## src/rtl/xtea_seq_pkg.sv

```systemverilog
// rtl/xtea_seq_pkg.sv - shared types and constants for the XTEA block sequencer
//
// Purpose: sequencer state encoding, key/block byte counts and the default
//          core watchdog limit.
// Ports:   none (package).
package xtea_seq_pkg;

  typedef enum logic [3:0] {
    IDLE,
    KEY_ADDR,
    KEY_CAP,
    DATA_POP,
    DATA_CAP,
    START,
    WAIT_LO,
    WAIT_HI,
    WRITE,
    NEXT,
    DONE
  } state_t;

  localparam int KEY_BYTES           = 16;
  localparam int BLK_BYTES           = 8;
  localparam int TIMEOUT_CYCLES_DEF  = 1024;

endpackage

```

## src/rtl/xtea_seq_timeout.sv

```systemverilog
// rtl/xtea_seq_timeout.sv - loadable watchdog counter for the XTEA core handshake
//
// Purpose: counts enabled cycles; expire is raised on the cycle after which
//          the count would reach LIMIT.
// Ports:
//   clk, rst_n    clock, asynchronous active-low reset
//   clear         force count to zero (highest priority after reset)
//   load          load count with load_val
//   en            advance count by one (saturates at LIMIT)
//   load_val      value taken on load
//   expire        enabled cycle whose increment reaches LIMIT
module xtea_seq_timeout #(
  parameter int LIMIT = 1024,
  parameter int W     = $clog2(LIMIT + 1)
) (
  input  logic         clk,
  input  logic         rst_n,
  input  logic         clear,
  input  logic         load,
  input  logic         en,
  input  logic [W-1:0] load_val,
  output logic         expire
);

  logic [W-1:0] count;

  always_ff @(posedge clk or negedge rst_n) begin
    if (!rst_n) begin
      count <= '0;
    end else if (clear) begin
      count <= '0;
    end else if (load) begin
      count <= load_val;
    end else if (en && (count != W'(LIMIT))) begin
      count <= count + W'(1);
    end
  end

  assign expire = en && (count >= W'(LIMIT - 1));

endmodule

```

## src/rtl/xtea_block_sequencer.sv

```systemverilog
// rtl/xtea_block_sequencer.sv - key/FIFO/result sequencer driving the XTEA core
//
// Purpose: on go, loads the 128-bit key from key RAM, then for each 8-byte
//          block pops the FIFO, runs the core and writes the result bytes to
//          result RAM. Reports busy, done, blocks_done and a sticky core
//          timeout error.
// Ports:
//   clk, rst_n                 clock, asynchronous active-low reset
//   go, decrypt, num_blocks,
//   key_base, dst_base         job request and parameters (latched on go)
//   key_addr, key_data         key RAM read port (1-cycle read latency)
//   fifo_rd_en, fifo_dout,
//   fifo_empty                 inter-processor FIFO pop port
//   xtea_key, xtea_data_in,
//   xtea_start, xtea_mode,
//   xtea_data_out, xtea_ready  XTEA core interface
//   res_addr, res_din, res_we  result RAM write port
//   busy, done, error,
//   blocks_done                job status
module xtea_block_sequencer
  import xtea_seq_pkg::*;
#(
  parameter int ADDR_W         = 8,
  parameter int CNT_W          = 8,
  parameter int TIMEOUT_CYCLES = TIMEOUT_CYCLES_DEF
) (
  input  logic              clk,
  input  logic              rst_n,
  input  logic              go,
  input  logic              decrypt,
  input  logic [CNT_W-1:0]  num_blocks,
  input  logic [ADDR_W-1:0] key_base,
  input  logic [ADDR_W-1:0] dst_base,
  output logic [ADDR_W-1:0] key_addr,
  input  logic [7:0]        key_data,
  output logic              fifo_rd_en,
  input  logic [7:0]        fifo_dout,
  input  logic              fifo_empty,
  output logic [127:0]      xtea_key,
  output logic [63:0]       xtea_data_in,
  output logic              xtea_start,
  output logic              xtea_mode,
  input  logic [63:0]       xtea_data_out,
  input  logic              xtea_ready,
  output logic [ADDR_W-1:0] res_addr,
  output logic [7:0]        res_din,
  output logic              res_we,
  output logic              busy,
  output logic              done,
  output logic              error,
  output logic [CNT_W-1:0]  blocks_done
);

  localparam int TW = $clog2(TIMEOUT_CYCLES + 1);

  state_t            state, state_nx;
  logic [3:0]        idx;
  logic              dec_q;
  logic [CNT_W-1:0]  num_q;
  logic [ADDR_W-1:0] key_base_q;
  logic [ADDR_W-1:0] wr_ptr;
  logic [63:0]       result_q;
  logic              tmo_expire;
  logic              timeout_hit;
  logic              key_last;
  logic              blk_last;

  assign key_last  = (idx == 4'(KEY_BYTES - 1));
  assign blk_last  = (idx == 4'(BLK_BYTES - 1));
  assign busy      = (state != IDLE);
  assign xtea_mode = dec_q;

  // The watchdog is loaded with 1 on the start cycle so that its count equals
  // the number of cycles elapsed since xtea_start.
  xtea_seq_timeout #(
    .LIMIT (TIMEOUT_CYCLES),
    .W     (TW)
  ) u_timeout (
    .clk      (clk),
    .rst_n    (rst_n),
    .clear    (state == IDLE),
    .load     (state == START),
    .en       ((state == WAIT_LO) || (state == WAIT_HI)),
    .load_val (TW'(1)),
    .expire   (tmo_expire)
  );

  always_ff @(posedge clk or negedge rst_n) begin
    if (!rst_n) begin
      state <= IDLE;
    end else begin
      state <= state_nx;
    end
  end

  always_comb begin
    state_nx    = state;
    key_addr    = '0;
    fifo_rd_en  = 1'b0;
    xtea_start  = 1'b0;
    res_we      = 1'b0;
    res_addr    = '0;
    res_din     = '0;
    done        = 1'b0;
    timeout_hit = 1'b0;
    case (state)
      IDLE: begin
        if (go) begin
          state_nx = (num_blocks == '0) ? DONE : KEY_ADDR;
        end
      end
      KEY_ADDR: begin
        key_addr = key_base_q + ADDR_W'(idx);
        state_nx = KEY_CAP;
      end
      KEY_CAP: begin
        state_nx = key_last ? DATA_POP : KEY_ADDR;
      end
      DATA_POP: begin
        if (!fifo_empty) begin
          fifo_rd_en = 1'b1;
          state_nx   = DATA_CAP;
        end
      end
      DATA_CAP: begin
        state_nx = blk_last ? START : DATA_POP;
      end
      START: begin
        xtea_start = 1'b1;
        state_nx   = WAIT_LO;
      end
      WAIT_LO: begin
        if (!xtea_ready) begin
          state_nx = WAIT_HI;
        end else if (tmo_expire) begin
          timeout_hit = 1'b1;
          state_nx    = DONE;
        end
      end
      WAIT_HI: begin
        // A result arriving on the expiry cycle still counts as completion.
        if (xtea_ready) begin
          state_nx = WRITE;
        end else if (tmo_expire) begin
          timeout_hit = 1'b1;
          state_nx    = DONE;
        end
      end
      WRITE: begin
        res_we   = 1'b1;
        res_addr = wr_ptr;
        res_din  = result_q[{idx[2:0], 3'b000} +: 8];
        if (blk_last) begin
          state_nx = NEXT;
        end
      end
      NEXT: begin
        state_nx = ((blocks_done + CNT_W'(1)) == num_q) ? DONE : DATA_POP;
      end
      DONE: begin
        done     = 1'b1;
        state_nx = IDLE;
      end
      default: state_nx = IDLE;
    endcase
  end

  always_ff @(posedge clk or negedge rst_n) begin
    if (!rst_n) begin
      idx          <= '0;
      dec_q        <= 1'b0;
      num_q        <= '0;
      key_base_q   <= '0;
      wr_ptr       <= '0;
      xtea_key     <= '0;
      xtea_data_in <= '0;
      result_q     <= '0;
      error        <= 1'b0;
      blocks_done  <= '0;
    end else begin
      case (state)
        IDLE: begin
          if (go) begin
            dec_q       <= decrypt;
            num_q       <= num_blocks;
            key_base_q  <= key_base;
            wr_ptr      <= dst_base;
            error       <= 1'b0;
            blocks_done <= '0;
            idx         <= '0;
          end
        end
        KEY_CAP: begin
          xtea_key[{idx, 3'b000} +: 8] <= key_data;
          idx <= idx + 4'd1;
        end
        DATA_CAP: begin
          xtea_data_in[{idx[2:0], 3'b000} +: 8] <= fifo_dout;
          idx <= blk_last ? 4'd0 : idx + 4'd1;
        end
        WAIT_HI: begin
          if (xtea_ready) begin
            result_q <= xtea_data_out;
          end
        end
        WRITE: begin
          // The write pointer runs continuously across blocks, giving
          // dst_base + 8*blk + k with natural wrap.
          wr_ptr <= wr_ptr + ADDR_W'(1);
          idx    <= blk_last ? 4'd0 : idx + 4'd1;
        end
        NEXT: begin
          blocks_done <= blocks_done + CNT_W'(1);
        end
        default: ;
      endcase
      if (timeout_hit) begin
        error <= 1'b1;
      end
    end
  end

endmodule
```

## config.mk

```make
export PLATFORM = sky130hd
export DESIGN_NAME = xtea_block_sequencer
export DESIGN_NICKNAME = d
export VERILOG_FILES = /design/src/rtl/xtea_seq_pkg.sv /design/src/rtl/xtea_seq_timeout.sv /design/src/rtl/xtea_block_sequencer.sv
export SDC_FILE = /design/constraint.sdc
export NUM_CORES = 1
export LEC_CHECK = 0
export CORE_MARGIN = 2
export CORE_UTILIZATION = 46
export CTS_BUF_LIST = sky130_fd_sc_hd__clkbuf_4
export CTS_CLUSTER_DIAMETER = 30
export DETAILED_ROUTE_END_ITERATION = 12
export HOLD_SLACK_MARGIN = 0.08
export PLACE_DENSITY = 0.78
export SYNTH_ARGS = -nofsm -noshare
export SYNTH_HDL_FRONTEND = slang
export SYNTH_SLANG_ARGS = --single-unit
```

## constraint.sdc

```tcl
create_clock -name clk -period 2.7 [get_ports clk]
set_clock_uncertainty 0.2 [all_clocks]
set_input_delay 0.54 -clock clk [delete_from_list [all_inputs] [get_ports clk]]
set_output_delay 0.54 -clock clk [all_outputs]
set_load 0.01 [all_outputs]
```

Yosys cells after proc, flatten, opt, wreduce, memory -nomap -nowiden --
Cells that the tools add are included.
Cells by class: add/sub/neg operators 7, $lt $le $gt $ge 1, equal/unequal tests 17, shift-type cells 5, muxes and demuxes 38, reductions and logical operators 20
Operators with widths (count):
- 128-bit bitwise mux | 1
- 8-bit by 9-bit variable shift with 128-bit output (first input constant) | 1
- 8-bit by 9-bit variable part select with 128-bit output | 1
- 64-bit bitwise mux | 1
- 8-bit by 8-bit variable shift with 64-bit output (first input constant) | 1
- 64-bit by 7-bit variable part select with 8-bit output | 1
- 8-bit by 8-bit variable part select with 64-bit output | 1
- 4-bit 2-to-1 mux | 10
- 8-bit 2-to-1 mux | 5
- 4-bit one-hot mux with 10 select lines | 1
- 11-bit 2-to-1 mux | 3
- 8-bit one-hot mux with 2 select lines | 2
- 4-bit by 3-bit == test with 1-bit output (second input constant) | 5
- 8-bit by 1-bit adder with 8-bit output (second input constant) | 2
- 4-bit == test (second input constant) | 4
- 4-bit one-hot mux with 3 select lines | 1
- 2-bit AND reduction | 6
- 11-bit by 1-bit adder with 11-bit output (second input constant) | 1
- 11-bit by 10-bit >= comparator with 1-bit output (second input constant) | 1
- 1-bit 2-to-1 mux | 11
- 11-bit != test (second input constant) | 1
- 7-bit negation with 9-bit output | 1
- 8-bit by 4-bit adder with 8-bit output | 1
- 4-bit by 2-bit == test with 1-bit output (second input constant) | 2
- 17 further kinds | 24
Storage, ports and cells: bits in registers 309

Logic depth before layout (Yosys ltp) --
Gate-level depths: netlist (run 1).
depth in word-level cells 8, depth in mapped cells 10

By module --
From an unflattened synthesis (run 1), not the netlist that was laid out.
Unflattened totals: cell total of the unflattened synthesis 1160, area, all modules 13917.1 um^2
Modules (own cells, without submodules):
- xtea_block_sequencer | times used 1, cells each 1074, area an instance 13145.1 um^2
- xtea_seq_timeout | times used 1, cells each 86, area an instance 772.0 um^2

Worst setup path after synthesis (run 1) --
OpenSTA, ideal clock, no wires.
kind reg2reg, from register idx[0], to register xtea_data_in[32], setup time 0.125 ns, arrival time 2.439 ns, required time 2.375 ns, path slack -0.064 ns, stages on the path, launching flop included 10, path buffers 2, period minus slack after synthesis 2.764 ns, cell sequence dfrtp_1 -> buf_6 -> inv_1 -> ha_1 -> ha_1 -> clkinv_1 -> nor2_1 -> and4_1 -> buf_2 -> mux2_2
Between the ends: word-level cells in the longest chain between the ends 3, elaborated cells on any way between the ends 4, those cells by class add/sub (1); shift (2); mux (1)
RTL lines:
- start: declaration | line xtea_block_sequencer.sv:57 | logic [3:0] idx;
- start signal: assignment | line xtea_block_sequencer.sv:195 | idx <= idx + 4'd1;
- start signal: assignment | line xtea_block_sequencer.sv:199 | idx <= blk_last ? 4'd0 : idx + 4'd1;
- start signal: assignment | line xtea_block_sequencer.sv:210 | idx <= blk_last ? 4'd0 : idx + 4'd1;
- 6-bit negation with 8-bit output * | line xtea_block_sequencer.sv:198 | xtea_data_in[{idx[2:0], 3'b000} +: 8] <= fifo_dout;
- 8-bit by 8-bit variable part select with 64-bit output / 8-bit by 8-bit variable shift with 64-bit output (equally long branches) | line xtea_block_sequencer.sv:198
- 64-bit bitwise mux * | line xtea_block_sequencer.sv:198
- end signal: indexed assignment | line xtea_block_sequencer.sv:198
- end: declaration | line xtea_block_sequencer.sv:40 | output logic [63:0] xtea_data_in,
Mark *: on every way between the ends. The rest lies on a longest branch, timed or not. A chain may end at the register's enable or synchronous reset.

Worst setup path after layout (run 1) --
from register idx[1], to output key_addr[4]
Between the ends: word-level cells in the longest chain between the ends 2
RTL lines:
- 8-bit by 4-bit adder with 8-bit output | line xtea_block_sequencer.sv:113 | key_addr = key_base_q + ADDR_W'(idx);
- 8-bit 2-to-1 mux | line xtea_block_sequencer.sv:106 | case (state)
- end: declaration | line xtea_block_sequencer.sv:34 | output logic [ADDR_W-1:0] key_addr,
Every way passes these cells.

==> metrics.md, run 1 <==
| Metric | Value |
|---|---|
| Vias in the first global route | ~12000 |
| Failing checks | setup timing |
| P_int | 13800 uW |
| Switch share | 0.347 |
| Netlist cell types | 68 |
| Die Wd | 177 um |
| Seq pwr share | 0.347 |
| Critical path class | reg2out |
| Fillers | 2041 |
| GRT Total Usage | 0.256 |
| FP Rows | between 60 and 70 |
| Synth Area in Compound Gates | 0.0673 |
| CTS buffer count | 80 |
| Root Buffer | clkbuf_4 |
| Layout cells sized above 1 | 0.365 |
| Worst reg2reg path startpoint | idx[0] |
| Core box area | a little under 30000 um2 |
| RSZ-0062 raised after global routing | yes |
| Initial antenna violation count | 1 |
| CP Capture Type | output port |
| Clock Path Buffers | 3 |
| Fin nets | about 1800 |
| Max-slew headroom | 0.553 |
| Outcome | complete, but fails checks |
| Residual DRC | 0 |
| P&R area growth vs syn | 49.3% |
| Syn avg cell area | 12.0 um2 |
| Gate power share | 0.458 |
| Vias per cell | roughly 5.4 |
| Port-buffer cells | 340 |
| Xor/xnor share of the synthesized area | 0.0147 |
| Hold Crit Class | in2async |
| Critical-path maximum fanout | 3 |
| First-pass GRT wire length | about 62 mm |
| Max Cap Viol | 0 |
| HPWL Detailed | 28.1 mm |
| Fin crit share | 1.20 |
| FF+latch count, synth | 309 |
| Die Area | 31200 um2 |
| WL final | 42.1 mm |
| Final slew viol count | 0 |
| Synth async-reset ratio | 1.00 |
| Post-synthesis instance total | 1144 |
| CTS tree | built |
| Leakage | 0.00931 uW |
| CP startpoint kind | register |
| Initial core utilization | 0.464 |
| Die extent in y | ~180 um |
| Critical Path RT | 1960 ps |
| Drt first pass iters | 5 |
| Clk slew on worst S/H paths | 70 ps |
| Final setup fails | 143 |
| GRT Residual Overflow | 0 |
| Pwr Total | around 21000 uW |
| Worst-Margin Slew | 666 ps |
| Worst VDD drop | 0.570 mV |
| H-tree lvl count | 3 |
| Skew-Pair Late Insertion Delay | between 600 and 700 ps |
| Post-synth EDFFs | 0 |
| FMAX | 310 MHz |
| Clock group share of total power | 0.195 |
| Final hold viol count | 0 |
| Post-Synth Adder-Cell Area | 0.0141 |
| Setup_tns | -13090 ps |
| DR WL/cell | 20.2 um |
| Post-synthesis sequential area ratio | 0.565 |
| GP Congestion | 0.855 |
| Final min period | 3230 ps |
| Ys flop type | dfrtp_1 |
| Simple-gate share of the synthesized area | 0.119 |
| Synthesized Nets | between 1000 and 1500 |
| CTS Sinks | 309 |
| Largest family of logic cells by synthesized area | multiplexers |
| Vias | 11300 |
| Top Ports | roughly 340 |
| Commonest cells after routing, fill and taps aside | 310 x clkdlybuf4s50_1, 307 x dfrtp_1, 144 x mux2_2, 127 x nand2_1, 114 x clkbuf_4 |
| WP data arrival | 2490 ps |
| Post-route ant nets | 0 |
| Switching Power | 7310 uW |
| Post-Syn Area | around 14000 um2 |
| YS warnings | 0 |
| Most common cell after layout, fill and taps aside | clkdlybuf4s50_1 |
| Mux cell area share after synthesis | 0.196 |
| Pwr per Cell Area | between 1000 and 1500 nW/um2 |
| Largest net degree at the start of global routing | 80 |
| Final Worst Setup Slack | -527 ps |
| CP startpoint | idx[1] |
| DRT iter0 DRCs | slightly above 700 |
-- cell type report --
| cell class | instances | area (um2) | area share |
|---|---|---|---|
| flip-flops and latches | 309 | 7730 | 0.378 |
| multi-input cells | 757 | 6470 | 0.317 |
| repair buffers | 467 | 4600 | 0.225 |
| clock buffers | 114 | 856 | 0.0419 |
| well taps | 390 | 488 | 0.0239 |
| clock inverters | 20 | 174 | 0.00851 |
| inverters | 21 | 110 | 0.00539 |
| diodes | 1 | 2.50 | 0.000122 |
-- synthesized netlist by cell type, types with 2 or more instances --
library cell | number | area share
buf_2 | 23 | 0.0084
nor3_1 | 13 | 0.0048
nor3_2 | 4 | 0.0029
and3_1 | 20 | 0.0091
o21ai_1 | 2 | 0.00073
xnor2_1 | 6 | 0.0038
nor2_1 | 44 | 0.012
mux2_1 | 11 | 0.0090
or2_2 | 2 | 0.00091
ha_1 | 13 | 0.012
nand4_1 | 10 | 0.0046
nand3b_1 | 3 | 0.0016
nand3_1 | 25 | 0.0091
clkinv_1 | 2 | 0.00055
nand2_4 | 2 | 0.0016
o211ai_1 | 2 | 0.0011
o21ai_0 | 97 | 0.035
nand2_2 | 4 | 0.0018
o22ai_1 | 2 | 0.00091
inv_1 | 17 | 0.0047
and4_1 | 2 | 0.0013
o2111ai_1 | 2 | 0.0013
xor2_1 | 17 | 0.011
a2bb2oi_1 | 2 | 0.0013
and2_1 | 9 | 0.0041
mux2i_1 | 3 | 0.0022
nand3_2 | 3 | 0.0022
a21o_1 | 4 | 0.0022
a221oi_1 | 4 | 0.0026
nor2b_1 | 8 | 0.0037
nor4_2 | 3 | 0.0027
mux4_2 | 16 | 0.026
a31oi_1 | 2 | 0.00091
a21oi_1 | 19 | 0.0069
o31ai_1 | 5 | 0.0027
a211oi_2 | 2 | 0.0018
mux2_2 | 193 | 0.16
a211oi_1 | 5 | 0.0027
inv_2 | 2 | 0.00055
or3_1 | 2 | 0.00091
clkbuf_1 | 32 | 0.0088
nand2_1 | 162 | 0.044
nand2b_1 | 8 | 0.0037
nor4_1 | 5 | 0.0023
dfrtp_1 | 309 | 0.56
-- flip-flops by register name, indices dropped and copies added, names as in the netlist --
name             count
key_base_q           8
result_q            64
xtea_data_in        64
blocks_done          8
wr_ptr               8
idx                  4
xtea_key           128
u_timeout.count     11
num_q                8
error                1
xtea_mode            1
state                4
-- layer usage --
metal  part of all wire  GRT usage  wire length, um  vias up
met2               0.50      0.430            20900      488
met5                  0          0                0        -
met1               0.39      0.310            16500     5651
met4              0.042      0.117             1780        0
met3              0.069     0.0663             2880      118
li1                   -          -                -     5061
-- timing repair --
action                                 4_1_cts  5_1_grt
setup endpoints to repair                  215      163
resized for setup                          204      200
endpoints found under the hold margin      309        0
hold buffers                                 1        0
pin swaps                                   20       53
gates cloned                                 3        4
buffers inserted                            36       32
-- logic make-up (layout without fill, tap and decap cells) --
family                     count (synthesis)  in the layout
DFF                                      309            309
AOI/OAI and AO/OA                        158            158
xor gates and xnor gates                  23             23
buffers and inverters                     79            622
and+or+nand+nor                          337            338
muxes                                    223            223
other                                      0              1
adders and majority gates                 15             15
-- stage by stage --
step           area (um2)  instances   util  hold WS (ps)  worst slack, ps
2_1_floorplan       13700       1144      -          44.4             38.6
3_3_place_gp        17900       1873  0.606           262             -347
3_5_place_dp        17900       1873  0.606           268             -457
4_1_cts             19600       2047  0.665           123             -534
5_1_grt             20400       2079  0.693           147             -627
6_report            20400       2079  0.693           162             -527
-- critical path, stage by stage, from the launching register on --
cell     delay [ps]
dfrtp_1         420
buf_4           160
fa_2            380
a21o_1          190
a21oi_2         170
buf_4           140
xor2_1          150
nor2_1           60
buf_2           140
-- worst paths after layout --
kind / depth (start not counted) / slack, ps / to
max in group asynchronous: 3 / 1280 / u_timeout.count[5]
worst min register to register: 2 / 280 / xtea_data_in[16]
worst max register to register: 11 / -150 / xtea_data_in[7]
worst min-delay path: 2 / 160 / xtea_key[95]
min in group clk: 3 / 250 / wr_ptr[3]
worst max-delay path: 8 / -530 / key_addr[4]
-- power groups by stage --
stage | clock [uW] | sequential (uW) | combinational [uW]
floorplan | 0 | 7570 | 3330
global placement | 0 | 7230 | 7400
detailed placement | 0 | 7300 | 7600
CTS | 4190 | 7240 | 8610
global route | 4460 | 7480 | 10300
finish | 4110 | 7310 | 9660
(Power assumes the default switching activity.)
==> run 2: changes to the inputs <==
==> constraint.sdc (replaced) <==
create_clock -name clk -period 2.7 [get_ports clk]
set_clock_uncertainty 0.2 [all_clocks]
set_input_delay 0.54 -clock clk [delete_from_list [all_inputs] [get_ports clk]]
set_output_delay 0.54 -clock clk [all_outputs]
set_load 0.05 [all_outputs]
==> run 2 against run 1 <==
The run still ends with setup timing left. Clock power increased by 2%. Critical path depth shrank 1. Die area unchanged.
==> metrics.md, run 2 (same netlist as run 1, synthesis figures left out) <==
| Metric | Value |
|---|---|
| DR WL/cell | 19.4 um (was 20.2 um) |
| GP Congestion | 0.875 (was 0.855) |
| Failing checks | setup timing (unchanged) |
| Fin crit share | 1.19 (was 1.20) |
| FMAX | 311 MHz (was 310 MHz) |
| Critical path class | reg2out (unchanged) |
| Skew-Pair Late Insertion Delay | 700 ps (was 670 ps) |
| Fillers | 2231 (was 2041) |
| Die Wd | 177 um (unchanged) |
| CP startpoint kind | register (unchanged) |
| Worst hold slack | 207 ps (was 162 ps) |
| CTS Sinks | 309 (unchanged) |
| Critical path cell sequence | ha_4 -> fa_2 -> a21o_1 -> a21oi_2 -> o21ai_1 -> a21oi_2 -> buf_12 (was buf_4 -> fa_2 -> a21o_1 -> a21oi_2 -> buf_4 -> xor2_1 -> nor2_1 -> buf_2) |
| Largest net degree at the start of global routing | 70 (was 80) |
| FP Rows | 63 (unchanged) |
| Non-filler instance count after layout | 2044 (was 2079) |
| Setup_tns | -7160 ps (was -13090 ps) |
| Largest Register | xtea_key (unchanged) |
| Critical-path maximum fanout | 3 (unchanged) |
| P&R area growth vs syn | 43.7% (was 49.3%) |
| First-pass GRT wire length | 61.0 mm (was 62.2 mm) |
| RSZ-0062 raised after global routing | yes (unchanged) |
| WP data arrival | 2480 ps (was 2490 ps) |
| Slowest stage cell on the critical path | dfrtp_2 (was dfrtp_1) |
| Drt first pass iters | 5 (unchanged) |
| Vias in the first global route | 11200 (was 11500) |
| Max FFs per register | 128 (unchanged) |
| Most common cell after layout, fill and taps aside | dfrtp_1 (was clkdlybuf4s50_1) |
| Max Cap Viol | 0 (unchanged) |
| Die Area | 31200 um2 (unchanged) |
| DRT iter0 DRCs | 713 (was 704) |
| CTS buffer count | 84 (was 80) |
| CP Capture Type | output port (unchanged) |
| Most frequent CP cell | a21oi_2 (was buf_4) |
| Leakage | 0.00942 uW (was 0.00931 uW) |
| Vias per cell | 5.41 (was 5.44) |
| Worst path bufs/invs | 1 (was 3) |
| Hold Crit Class | in2async (unchanged) |
| Initial antenna violation count | 2 (was 1) |
| Core box area | 29500 um2 (unchanged) |
| CTS tree | built (unchanged) |
| Final min period | 3220 ps (was 3230 ps) |
| Vias | 11100 (was 11300) |
| Final slew viol count | 0 (unchanged) |
| Commonest cells after routing, fill and taps aside | 305 x dfrtp_1, 248 x clkdlybuf4s50_1, 193 x mux2_2, 159 x nand2_1, 118 x clkbuf_4 (was 310 x clkdlybuf4s50_1, 307 x dfrtp_1, 144 x mux2_2, 127 x nand2_1, 114 x clkbuf_4) |
| Fin nets | 1716 (was 1760) |
| Clock Path Buffers | 3 (unchanged) |
| Final Worst Setup Slack | -517 ps (was -527 ps) |
| Worst R2R Setup Slack | 20 ps (was -150 ps) |
| Worst VDD drop | 0.723 mV (was 0.570 mV) |
| CP max stage delay | 430 ps (was 420 ps) |
| Top Ports | 341 (unchanged) |
| Outcome | complete, but fails checks (unchanged) |
| HPWL Detailed | 28.3 mm (was 28.1 mm) |
| Layout cells sized above 1 | 0.314 (was 0.365) |
| Final setup fails | 23 (was 143) |
| Initial core utilization | 0.464 (unchanged) |
| Root Buffer | clkbuf_4 (unchanged) |
| Pwr per Cell Area | 1170 nW/um2 (was 1030 nW/um2) |
| CP top delay family | compound AO/OA/AOI/OAI gates (was buffers and inverters) |
| R2r worst-path depth | 12 (was 11) |
| Clk slew on worst S/H paths | 70 ps (about the same) |
| WL final | 39.6 mm (was 42.1 mm) |
| Biggest registers after layout | xtea_key (128), result_q (64), xtea_data_in (64) (unchanged) |
| FF-to-FF End | state[0] (was xtea_data_in[7]) |
| Worst reg2reg path startpoint | state[3] (was idx[0]) |
| GRT Residual Overflow | 0 (unchanged) |
| Max-slew headroom | 0.579 (was 0.553) |
| Port-buffer cells | 340 (unchanged) |
| H-tree lvl count | 3 (unchanged) |
| Worst-Margin Slew | 629 ps (was 666 ps) |
| DP Cell Count | 1876 (was 1873) |
| Post-route ant nets | 0 (unchanged) |
| Critical Path RT | 1960 ps (about the same) |
| Final hold viol count | 0 (unchanged) |
| GRT Total Usage | 0.251 (was 0.256) |
| Die extent in y | 177 um (unchanged) |
| Residual DRC | 0 (unchanged) |
==> run 2: cell count changes in the layout (fill, tap and decap cells not counted), sizes merged, moves of 4 or more <==
| cell | previous run | this run |
|---|---|---|
| buf | 150 | 108 |
| clkdlybuf4s50 | 310 | 248 |
| clkinv | 18 | 23 |
| dlygate4sd2 | 0 | 17 |
| dlymetal6s2s | 0 | 45 |
| inv | 19 | 23 |
==> run 2: per-stage QoR <==
| step | cell area, um2 | utilization | power, uW | worst slack [ps] |
|---|---|---|---|---|
| 6_report | 19700 | 0.668 | 23000 | -517 |
| 5_1_grt | 19700 | 0.668 | 24200 | -612 |
| 4_1_cts | 19500 | 0.661 | 23100 | -544 |
| 3_5_place_dp | 18100 | 0.614 | 18400 | -19.9 |
| 3_3_place_gp | 18100 | 0.614 | 18100 | -2.93 |
| 2_1_floorplan | 13700 | - | 14300 | -160 |
==> run 2: worst max path at each step <==
| stage | from | to | cells past startpoint |
|---|---|---|---|
| 2_1_floorplan | idx[1] | res_din[6] | 5 |
| 3_3_place_gp | idx[0] | key_addr[4] | 8 |
| 3_5_place_dp | idx[0] | key_addr[4] | 8 |
| 4_1_cts | idx[0] | key_addr[4] | 8 |
| 5_1_grt | idx[0] | key_addr[4] | 8 |
| 6_report | idx[0] | key_addr[6] | 7 |
==> run 2: worst register-to-register path, cell delays in order, from the launching register on <==
cell	delay, ps
dfrtp_1	480
buf_4	220
nor4_4	270
inv_2	80
buf_4	140
buf_4	120
buf_4	120
buf_4	120
buf_4	120
buf_4	140
o2111ai_2	300
a2bb2oi_1	100
nor2b_1	140
==> run 2: layer usage <==
layer,track usage,share of wire,up-vias
li1,-,-,4995
met1,0.320,0.41,5519
met2,0.408,0.48,449
met3,0.0719,0.077,89
met4,0.0957,0.030,0
met5,0,0,-
==> run 2: timing repair <==
action,in CTS,in global routing
pin swaps,5,6
hold buffers,1,0
gates cloned,2,0
setup buffers,15,3
hold endpoints to repair,251,0
gates resized for setup,57,63
endpoints found under the setup margin,45,141
==> run 2: area by class of cell <==
type                       instances  area, um2  share of cell area
sequential                       309       7740               0.393
multi-input combinational        756       5810               0.295
timing repair buffer             420       4490               0.228
clock buffer                     118        886              0.0450
tap                              390        488              0.0248
clock inverter                    28        183             0.00928
inverter                          21       83.8             0.00426
antenna                            2       5.00            0.000254
==> run 2: power breakdown <==
| group | leakage (uW) | switching, uW | internal [uW] |
|---|---|---|---|
| Sequential | 0.00372 | 1020 | 6250 |
| Clock | 0.000633 | 1960 | 2220 |
| Combinational | 0.00507 | 7120 | 4450 |
